$ cat config.mk
export PLATFORM = sky130hd
export DESIGN_NAME = bmp_tx_sequencer
export DESIGN_NICKNAME = d
export VERILOG_FILES = /design/src/rtl/bmp_tx_sequencer.sv
export SDC_FILE = /design/constraint.sdc
export NUM_CORES = 1
export LEC_CHECK = 0
export BUFFER_PORTS_ARGS = -buffer_cell sky130_fd_sc_hd__buf_2
export CAP_MARGIN = 20
export CORE_MARGIN = 4
export CORE_UTILIZATION = 55
export DETAILED_ROUTE_END_ITERATION = 12
export PLACE_DENSITY = 0.82
export SKIP_LAST_GASP = 1
export SLEW_MARGIN = 10
export SYNTH_ARGS = -nofsm -noshare
export SYNTH_HDL_FRONTEND = slang
export SYNTH_SLANG_ARGS = --single-unit
$ cat constraint.sdc
create_clock -name HCLK -period 3.1 [get_ports HCLK]
set_clock_uncertainty 0.15 [all_clocks]
set_input_delay 0.62 -clock HCLK [delete_from_list [all_inputs] [get_ports HCLK]]
set_output_delay 0.62 -clock HCLK [all_outputs]
set_load 0.005 [all_outputs]
$ cat src/rtl/bmp_tx_sequencer.sv
// bmp_tx_sequencer
// Streams one BMP frame to a byte-wide UART transmitter. The frame is a
// 54-byte header built from WIDTH/HEIGHT at elaboration time, followed by
// the WIDTH*HEIGHT*3 pixel bytes read in address order from the buffer.
// One byte is sent per TxD_start/TxD_done handshake.
//
// Ports
//   HCLK, HRESET      clock, asynchronous active-low reset
//   start             single-cycle frame request (accepted only with frame_ready)
//   frame_ready       buffer holds a complete frame (sampled at acceptance only)
//   abort             synchronous cancel, returns to IDLE
//   rd_en, rd_addr    buffer read strobe and byte address
//   rd_data           buffer byte, valid the cycle after rd_en
//   TxD_start         one-cycle UART byte-start pulse
//   transmitData      byte presented to the UART, held until the next load
//   TxD_done          UART byte-finished pulse
//   busy              frame in progress
//   frame_sent        one-cycle pulse after the last byte completes
module bmp_tx_sequencer #(
  parameter int WIDTH     = 10,
  parameter int HEIGHT    = 5,
  parameter int HDR_BYTES = 54,
  parameter int AW        = 16
) (
  input  logic          HCLK,
  input  logic          HRESET,
  input  logic          start,
  input  logic          frame_ready,
  input  logic          abort,
  output logic          rd_en,
  output logic [AW-1:0] rd_addr,
  input  logic [7:0]    rd_data,
  output logic          TxD_start,
  output logic [7:0]    transmitData,
  input  logic          TxD_done,
  output logic          busy,
  output logic          frame_sent
);

  localparam logic [31:0]   IMG      = 32'(WIDTH * HEIGHT * 3);
  localparam logic [31:0]   HDR32    = 32'(HDR_BYTES);
  localparam logic [31:0]   FSIZE    = HDR32 + IMG;
  localparam logic [5:0]    HDR_LAST = 6'(HDR_BYTES - 1);
  localparam logic [AW-1:0] PIX_LAST = AW'(WIDTH * HEIGHT * 3 - 1);

  typedef enum logic [2:0] {IDLE, HDR_LOAD, PIX_RD, PIX_CAP, SEND, WAIT_DONE} state_t;

  // Byte k (0..3) of a little-endian 32-bit field.
  function automatic logic [7:0] le_byte(input logic [31:0] v, input logic [5:0] k);
    return 8'(v >> {k, 3'b000});
  endfunction

  function automatic logic [7:0] hdr_byte(input logic [5:0] idx);
    logic [7:0] b;
    b = 8'd0;
    if (idx == 6'd0)                      b = 8'd66;
    else if (idx == 6'd1)                 b = 8'd77;
    else if (idx >= 6'd2  && idx <= 6'd5)  b = le_byte(FSIZE, idx - 6'd2);
    else if (idx >= 6'd10 && idx <= 6'd13) b = le_byte(HDR32, idx - 6'd10);
    else if (idx >= 6'd14 && idx <= 6'd17) b = le_byte(32'd40, idx - 6'd14);
    else if (idx >= 6'd18 && idx <= 6'd21) b = le_byte(32'(WIDTH), idx - 6'd18);
    else if (idx >= 6'd22 && idx <= 6'd25) b = le_byte(32'(HEIGHT), idx - 6'd22);
    else if (idx >= 6'd26 && idx <= 6'd27) b = le_byte(32'd1, idx - 6'd26);
    else if (idx >= 6'd28 && idx <= 6'd29) b = le_byte(32'd24, idx - 6'd28);
    else if (idx >= 6'd34 && idx <= 6'd37) b = le_byte(IMG, idx - 6'd34);
    return b;
  endfunction

  state_t        state_q, state_d;
  logic [5:0]    hdr_idx_q, hdr_idx_d;
  logic [AW-1:0] pix_addr_q, pix_addr_d;
  logic          pix_phase_q, pix_phase_d;
  logic          done_q, done_d;
  logic          busy_q, busy_d;
  logic          txs_q, txs_d;
  logic          rd_en_q, rd_en_d;
  logic [AW-1:0] rd_addr_q, rd_addr_d;
  logic [7:0]    tx_data_q, tx_data_d;
  logic          fsent_q, fsent_d;

  // TxD_done is registered once and only while waiting for it, so a pulse
  // landing in any other state (including SEND) can never count as done.
  assign done_d = TxD_done && (state_q == WAIT_DONE);

  always_comb begin
    state_d     = state_q;
    hdr_idx_d   = hdr_idx_q;
    pix_addr_d  = pix_addr_q;
    pix_phase_d = pix_phase_q;
    busy_d      = busy_q;
    txs_d       = 1'b0;
    rd_en_d     = 1'b0;
    rd_addr_d   = rd_addr_q;
    tx_data_d   = tx_data_q;
    fsent_d     = 1'b0;

    unique case (state_q)
      IDLE: begin
        if (start && frame_ready) begin
          hdr_idx_d   = 6'd0;
          pix_addr_d  = '0;
          pix_phase_d = 1'b0;
          busy_d      = 1'b1;
          state_d     = HDR_LOAD;
        end
      end
      HDR_LOAD: begin
        tx_data_d = hdr_byte(hdr_idx_q);
        txs_d     = 1'b1;
        state_d   = SEND;
      end
      // rd_en was raised on entry; the buffer answers during PIX_CAP.
      PIX_RD: state_d = PIX_CAP;
      PIX_CAP: begin
        tx_data_d = rd_data;
        txs_d     = 1'b1;
        state_d   = SEND;
      end
      SEND: state_d = WAIT_DONE;
      WAIT_DONE: begin
        if (done_q) begin
          if (!pix_phase_q) begin
            if (hdr_idx_q != HDR_LAST) begin
              hdr_idx_d = hdr_idx_q + 6'd1;
              state_d   = HDR_LOAD;
            end else begin
              pix_phase_d = 1'b1;
              pix_addr_d  = '0;
              rd_en_d     = 1'b1;
              rd_addr_d   = '0;
              state_d     = PIX_RD;
            end
          end else if (pix_addr_q != PIX_LAST) begin
            pix_addr_d = pix_addr_q + 1'b1;
            rd_en_d    = 1'b1;
            rd_addr_d  = pix_addr_q + 1'b1;
            state_d    = PIX_RD;
          end else begin
            fsent_d = 1'b1;
            busy_d  = 1'b0;
            state_d = IDLE;
          end
        end
      end
      default: state_d = IDLE;
    endcase

    // abort overrides every transition; the data byte is left as it was.
    if (abort) begin
      state_d   = IDLE;
      busy_d    = 1'b0;
      txs_d     = 1'b0;
      rd_en_d   = 1'b0;
      fsent_d   = 1'b0;
      tx_data_d = tx_data_q;
    end
  end

  always_ff @(posedge HCLK or negedge HRESET) begin
    if (!HRESET) begin
      state_q     <= IDLE;
      hdr_idx_q   <= 6'd0;
      pix_addr_q  <= '0;
      pix_phase_q <= 1'b0;
      done_q      <= 1'b0;
      busy_q      <= 1'b0;
      txs_q       <= 1'b0;
      rd_en_q     <= 1'b0;
      rd_addr_q   <= '0;
      tx_data_q   <= 8'd0;
      fsent_q     <= 1'b0;
    end else begin
      state_q     <= state_d;
      hdr_idx_q   <= hdr_idx_d;
      pix_addr_q  <= pix_addr_d;
      pix_phase_q <= pix_phase_d;
      done_q      <= done_d;
      busy_q      <= busy_d;
      txs_q       <= txs_d;
      rd_en_q     <= rd_en_d;
      rd_addr_q   <= rd_addr_d;
      tx_data_q   <= tx_data_d;
      fsent_q     <= fsent_d;
    end
  end

  assign rd_en        = rd_en_q;
  assign rd_addr      = rd_addr_q;
  assign TxD_start    = txs_q;
  assign transmitData = tx_data_q;
  assign busy         = busy_q;
  assign frame_sent   = fsent_q;

endmodule

==> run metrics, run 1 <==
Slew Viols, Final 0; Psw 523 uW; CP peak stage delay 0.68 ns; share of layout cells above drive strength 1 0.149; fillcell total 499; sequential fraction of design power 0.535; clock tree buffer depth 2; Pwr Density 450 nW/um2; top_reg_cell synth dfrtp_1; WL met2 3500 um; Synth area leader dfrtp_1; setup repair bufs after CTS 0; grt ovf 0; Buffers on Ports 41; Final Non-Filler Cells 510; Via Count 3057; CTS tree done; post-synthesis sequential area ratio 0.400; Setup-failing EPs final 0; vias in the first global route 2873; Synth top cells by count dfrtp_1 (55), nand2_1 (55), nor2_1 (43), o21ai_1 (23), nand3_1 (20); Int Pwr 1.19 mW; Std-Cell Core Area 5990 um2; critical path arrival 2.78 ns; Pwr Total 1.71 mW; clock sink total 55; Static Leakage 1.74 nW; CP required 3.16 ns; drt wl/cell 16.0 um; status finished clean; Remaining DRCs 0; CP Class reg -> reg; Clk pwr share 0.288; Area Growth Syn to Fin 10.7%; final core utilization 0.635; Peak supply drop 0.342 mV; post-synthesis register bit count 55; RSZ-0062 raised after global routing false; Synth top area share 0.400; actual slew at the worst max-slew pin 0.583 ns; die area 7580 um2; antenna violations before repair 0; Placed Instances 502; CP max FO 17; # rows 28; clk slew on worst S/H paths 0.10 ns; later-pin clock latency in the skew report 0.31 ns; CP cell instances ha_1 > a21oi_2 > xor2_1 > or4_1 > a311oi_4 > a31oi_1 > o41ai_2; Cell Area, Placed 3690 um2; final WL 8180 um; antenna-violating nets left 0; Initial Util 0.574; EDFF count, synth 0; post-synthesis cell type count 62; Synth Instances 397; Cell Area, Synth 3440 um2; Syn Area/Cell 8.66 um2; CP endpoint kind register; CTS Buf Count 5; Post-synth ARST share 1.00; chip height 87.1 um; clk root buf clkbuf_8; final worst path period share 0.880; Sw Share 0.305; Seq. cell area 1380 um2; GRT Util Overall 0.229; slowest cell on the critical path dfrtp_1; Met3 Routed Length 599 um; largest net degree at the start of global routing 33; synth warn 0; number of max-cap violations 0; gpl congestion 0.956; die width 87.1 um; Tmin final 2.73 ns; Vias/cell 5.99; H-tree depth 2; maximum clock rate 367 MHz; Antenna diodes 0; HP Class in -> async; kind of start point of the critical path register; topmost layer with routed signal wires met4; hpwl dp 5980 um; Slew HR 0.609; nets 464; multi-input logic area 1910 um2; Sum Neg Setup Slack 0 ns; Hold Vio Cnt, Final 0; combinational share of power 0.176; hold buffer count at cts 0; First-pass DRT Iterations 5; synth top area cells dfrtp_1 (40%), nand2_1 (6.0%), ha_1 (5.8%), nor2_1 (4.7%), o21ai_1 (3.3%); DRT iter0 DRCs 284; Non-Filler Cell Area, Final 3800 um2; first-pass GRT wire length 14000 um; post-synth net total 427; I/O Pins 42; post_cts resized 0; met1 wire length 4010 um
## area by class of cell
| class | instances | share of cell area |
|---|---|---|
| multi-input combinational | 309 | 0.502 |
| sequential | 55 | 0.362 |
| timing repair buffer | 48 | 0.0677 |
| tap | 75 | 0.0247 |
| clock buffer | 6 | 0.0191 |
| inverter | 15 | 0.0148 |
| clock inverter | 2 | 0.0102 |
## placed cells by master (no fill, tap or decap), drive strengths merged, types with 8 or more instances in the layout
cell type,n
o31ai,8
nor2,43
xnor2,8
a21oi,18
dfrtp,55
buf,48
nand3,20
nand2,55
ha,16
inv,15
xor2,12
a31oi,14
o21ai,34
## state kept, by name (all words and copies together) (netlist names)
| name | cells |
|---|---|
| hdr_idx_q | 6 |
| transmitData | 8 |
| rd_en | 1 |
| pix_phase_q | 1 |
| state_q | 3 |
| busy | 1 |
| pix_addr_q | 16 |
| done_q | 1 |
| rd_addr | 16 |
| TxD_start | 1 |
| frame_sent | 1 |
## kinds of logic after synthesis
family,count (synthesis),share of synthesized area
AO/OA/AOI/OAI,105,0.205
XOR/XNOR,20,0.0509
adder cells (fa/ha/maj),16,0.0582
buffers and inverters,33,0.0444
flip-flops,55,0.400
multiplexers,2,0.00619
AND/OR/NAND/NOR,166,0.235
## critical path, delay by kind of cell (launching register included)
| family | cells | cell delay (ns) |
|---|---|---|
| compound gates | 4 | 0.75 |
| flops | 1 | 0.68 |
| simple gates | 1 | 0.47 |
| fa+ha+maj | 1 | 0.43 |
| xor+xnor | 1 | 0.15 |
## final timing paths
check	start	to	slack, ns	cells past startpoint
min in group HCLK	rd_addr[7]	rd_addr[7]	0.33	2
setup reg to reg	hdr_idx_q[3]	transmitData[1]	0.37	7
hold reg to reg	rd_addr[7]	rd_addr[7]	0.33	2
hold / removal	HRESET	transmitData[5]	0.12	1
max in group asynchronous	HRESET	pix_addr_q[14]	1.87	2
setup / recovery	hdr_idx_q[3]	transmitData[1]	0.37	7
## per-stage QoR
step / hold WS, ns / worst slack (ns)
after global placement: 0.305 / 0.520
after detailed placement: 0.317 / 0.465
final: 0.116 / 0.373
after CTS: 0.138 / 0.409
after floorplan: 0.174 / 0.753
after global routing: 0.157 / 0.161
## layer usage
metal	global-route usage	vias up
li1	-	1484
met1	0.346	1433
met2	0.332	133
met3	0.0397	7
met4	0.0708	0
met5	0	-
## power groups by stage
stage               clock network (mW)  logic [mW]  registers [mW]
finish                           0.494       0.302           0.917
global route                     0.526       0.344           0.932
CTS                              0.499       0.303           0.913
detailed placement                   0       0.301           0.927
global placement                     0       0.293           0.921
floorplan                            0       0.190           0.908
No activity file was read; power rests on OpenSTA's default activity.
==> inputs of run 2 (changes only) <==
- PLACE_DENSITY: 0.82 -> 0.76
==> run 2 against run 1 <==
Combinational power decreased by 1%. First-iteration DRC count shrank 17%. Setup slack improved by 0.019 ns. Core utilization is the same. Critical path type unchanged. Largest cell class unchanged. Largest power group unchanged.
==> run metrics, run 2 (synthesis results as in run 1) <==
Int Pwr 1.19 mW (about the same); clock sink total 55 (unchanged); Slew Viols, Final 0 (unchanged); status finished clean (unchanged); Reg2Reg Setup Slack 0.39 ns (was 0.37 ns); clk root buf clkbuf_8 (unchanged); slowest cell on the critical path dfrtp_1 (unchanged); post_cts resized 0 (unchanged); CP cell instances inv_1 > ha_1 > and3_1 > o21a_1 > o21ai_1 > a21oi_1 > a221oi_1 > o22ai_1 (was ha_1 > a21oi_2 > xor2_1 > or4_1 > a311oi_4 > a31oi_1 > o41ai_2); r2r worst-path depth 8 (was 7); First-pass DRT Iterations 5 (unchanged); Sum Neg Setup Slack 0 ns (unchanged); combinational share of power 0.175 (was 0.176); Pwr Density 449 nW/um2 (was 450 nW/um2); fin worst setup slack 0.392 ns (was 0.373 ns); CP required 3.14 ns (was 3.16 ns); H-tree depth 2 (unchanged); HP Class in -> async (unchanged); gpl congestion 0.937 (was 0.956); Static Leakage 1.74 nW (about the same); final WL 8140 um (was 8180 um); CP Buf/Inv Count 1 (was 0); final worst path period share 0.874 (was 0.880); CTS Buf Count 5 (unchanged); drt wl/cell 16.0 um (about the same); die area 7580 um2 (unchanged); GRT Util Overall 0.229 (about the same); CP max FO 17 (unchanged); later-pin clock latency in the skew report 0.31 ns (about the same); CTS tree done (unchanged); Psw 516 uW (was 523 uW); Area Growth Syn to Fin 10.7% (unchanged); number of max-cap violations 0 (unchanged); R2R Path Start hdr_idx_q[3] (unchanged); grt ovf 0 (unchanged); kind of start point of the critical path register (unchanged); DRT iter0 DRCs 236 (was 284); vias in the first global route 2824 (was 2873); nets 464 (unchanged); RSZ-0062 raised after global routing false (unchanged); Initial Util 0.574 (unchanged); Peak supply drop 0.296 mV (was 0.342 mV); share of layout cells above drive strength 1 0.149 (unchanged); Tmin final 2.71 ns (was 2.73 ns); sequential fraction of design power 0.536 (was 0.535); hold buffer count at cts 0 (unchanged); Remaining DRCs 0 (unchanged); first-pass GRT wire length 13800 um (was 14000 um); antenna-violating nets left 0 (unchanged); Clk pwr share 0.289 (was 0.288); CP peak stage delay 0.65 ns (was 0.68 ns); most frequent cells in the layout dfrtp_1 (55), nand2_1 (55), nor2_1 (43) (unchanged); Std-Cell Core Area 5990 um2 (unchanged); Setup WS pre-CTS 0.452 ns (was 0.465 ns); Slew HR 0.621 (was 0.609); critical path arrival 2.74 ns (was 2.78 ns); Sw Share 0.303 (was 0.305); CP Class reg -> reg (unchanged); clk slew on worst S/H paths 0.10 ns (about the same); antenna violations before repair 0 (unchanged); # rows 28 (unchanged); Vias/cell 5.94 (was 5.99); I/O Pins 42 (unchanged); Setup-failing EPs final 0 (unchanged); Via Count 3027 (was 3057); setup repair bufs after CTS 0 (unchanged); Hold Vio Cnt, Final 0 (unchanged); actual slew at the worst max-slew pin 0.568 ns (was 0.583 ns); Antenna diodes 0 (unchanged); hpwl dp 6000 um (was 5980 um); delay-heaviest family, CP compound AO/OA/AOI/OAI gates (unchanged); largest net degree at the start of global routing 35 (was 33); maximum clock rate 369 MHz (was 367 MHz); chip height 87.1 um (unchanged); die width 87.1 um (unchanged); CP endpoint kind register (unchanged); reg2reg end transmitData[3] (was transmitData[1]); clock tree buffer depth 2 (unchanged); Buffers on Ports 41 (unchanged)
[run 2: cell counts in the layout (fill, tap and decap cells not counted)]
Identical to the previous run, type by type.
[run 2: power by group through the flow]
stage	logic, mW	registers (mW)	clock network [mW]
final	0.298	0.915	0.493
after global routing	0.337	0.933	0.537
after CTS	0.300	0.915	0.500
after detailed placement	0.298	0.928	0
after global placement	0.292	0.924	0
after floorplan	0.190	0.908	0
[run 2: worst max-delay path by stage]
stage	start	end	cells past startpoint
floorplan	hdr_idx_q[2]	transmitData[1]	8
global placement	hdr_idx_q[2]	transmitData[4]	8
detailed placement	hdr_idx_q[2]	transmitData[4]	8
CTS	hdr_idx_q[2]	transmitData[4]	8
global route	hdr_idx_q[3]	transmitData[3]	8
finish	hdr_idx_q[3]	transmitData[3]	8
[run 2: through the flow]
step | std cells | utilization | power, mW | hold WS (ns) | cell area [um2]
3_3_place_gp | 502 | 0.617 | 1.22 | 0.307 | 3690
5_1_grt | 510 | 0.635 | 1.81 | 0.157 | 3800
6_report | 510 | 0.635 | 1.71 | 0.127 | 3800
4_1_cts | 510 | 0.635 | 1.72 | 0.140 | 3800
3_5_place_dp | 502 | 0.617 | 1.23 | 0.311 | 3690
2_1_floorplan | 397 | - | 1.10 | 0.174 | 3440
[run 2: final cells by class]
class | instances | area [um2]
inverters | 15 | 56.3
multi-input cells | 309 | 1910
flip-flops and latches | 55 | 1380
fillers | 518 | 2190
repair buffers | 48 | 258
clock buffers | 6 | 72.6
well taps | 75 | 93.8
clock inverters | 2 | 38.8
[run 2: layer usage]
metal,GRT usage,vias up,part of all wire
met5,0,-,0
met3,0.0388,14,0.058
met4,0.0637,0,0.014
met2,0.349,105,0.45
met1,0.336,1417,0.48
li1,-,1491,-
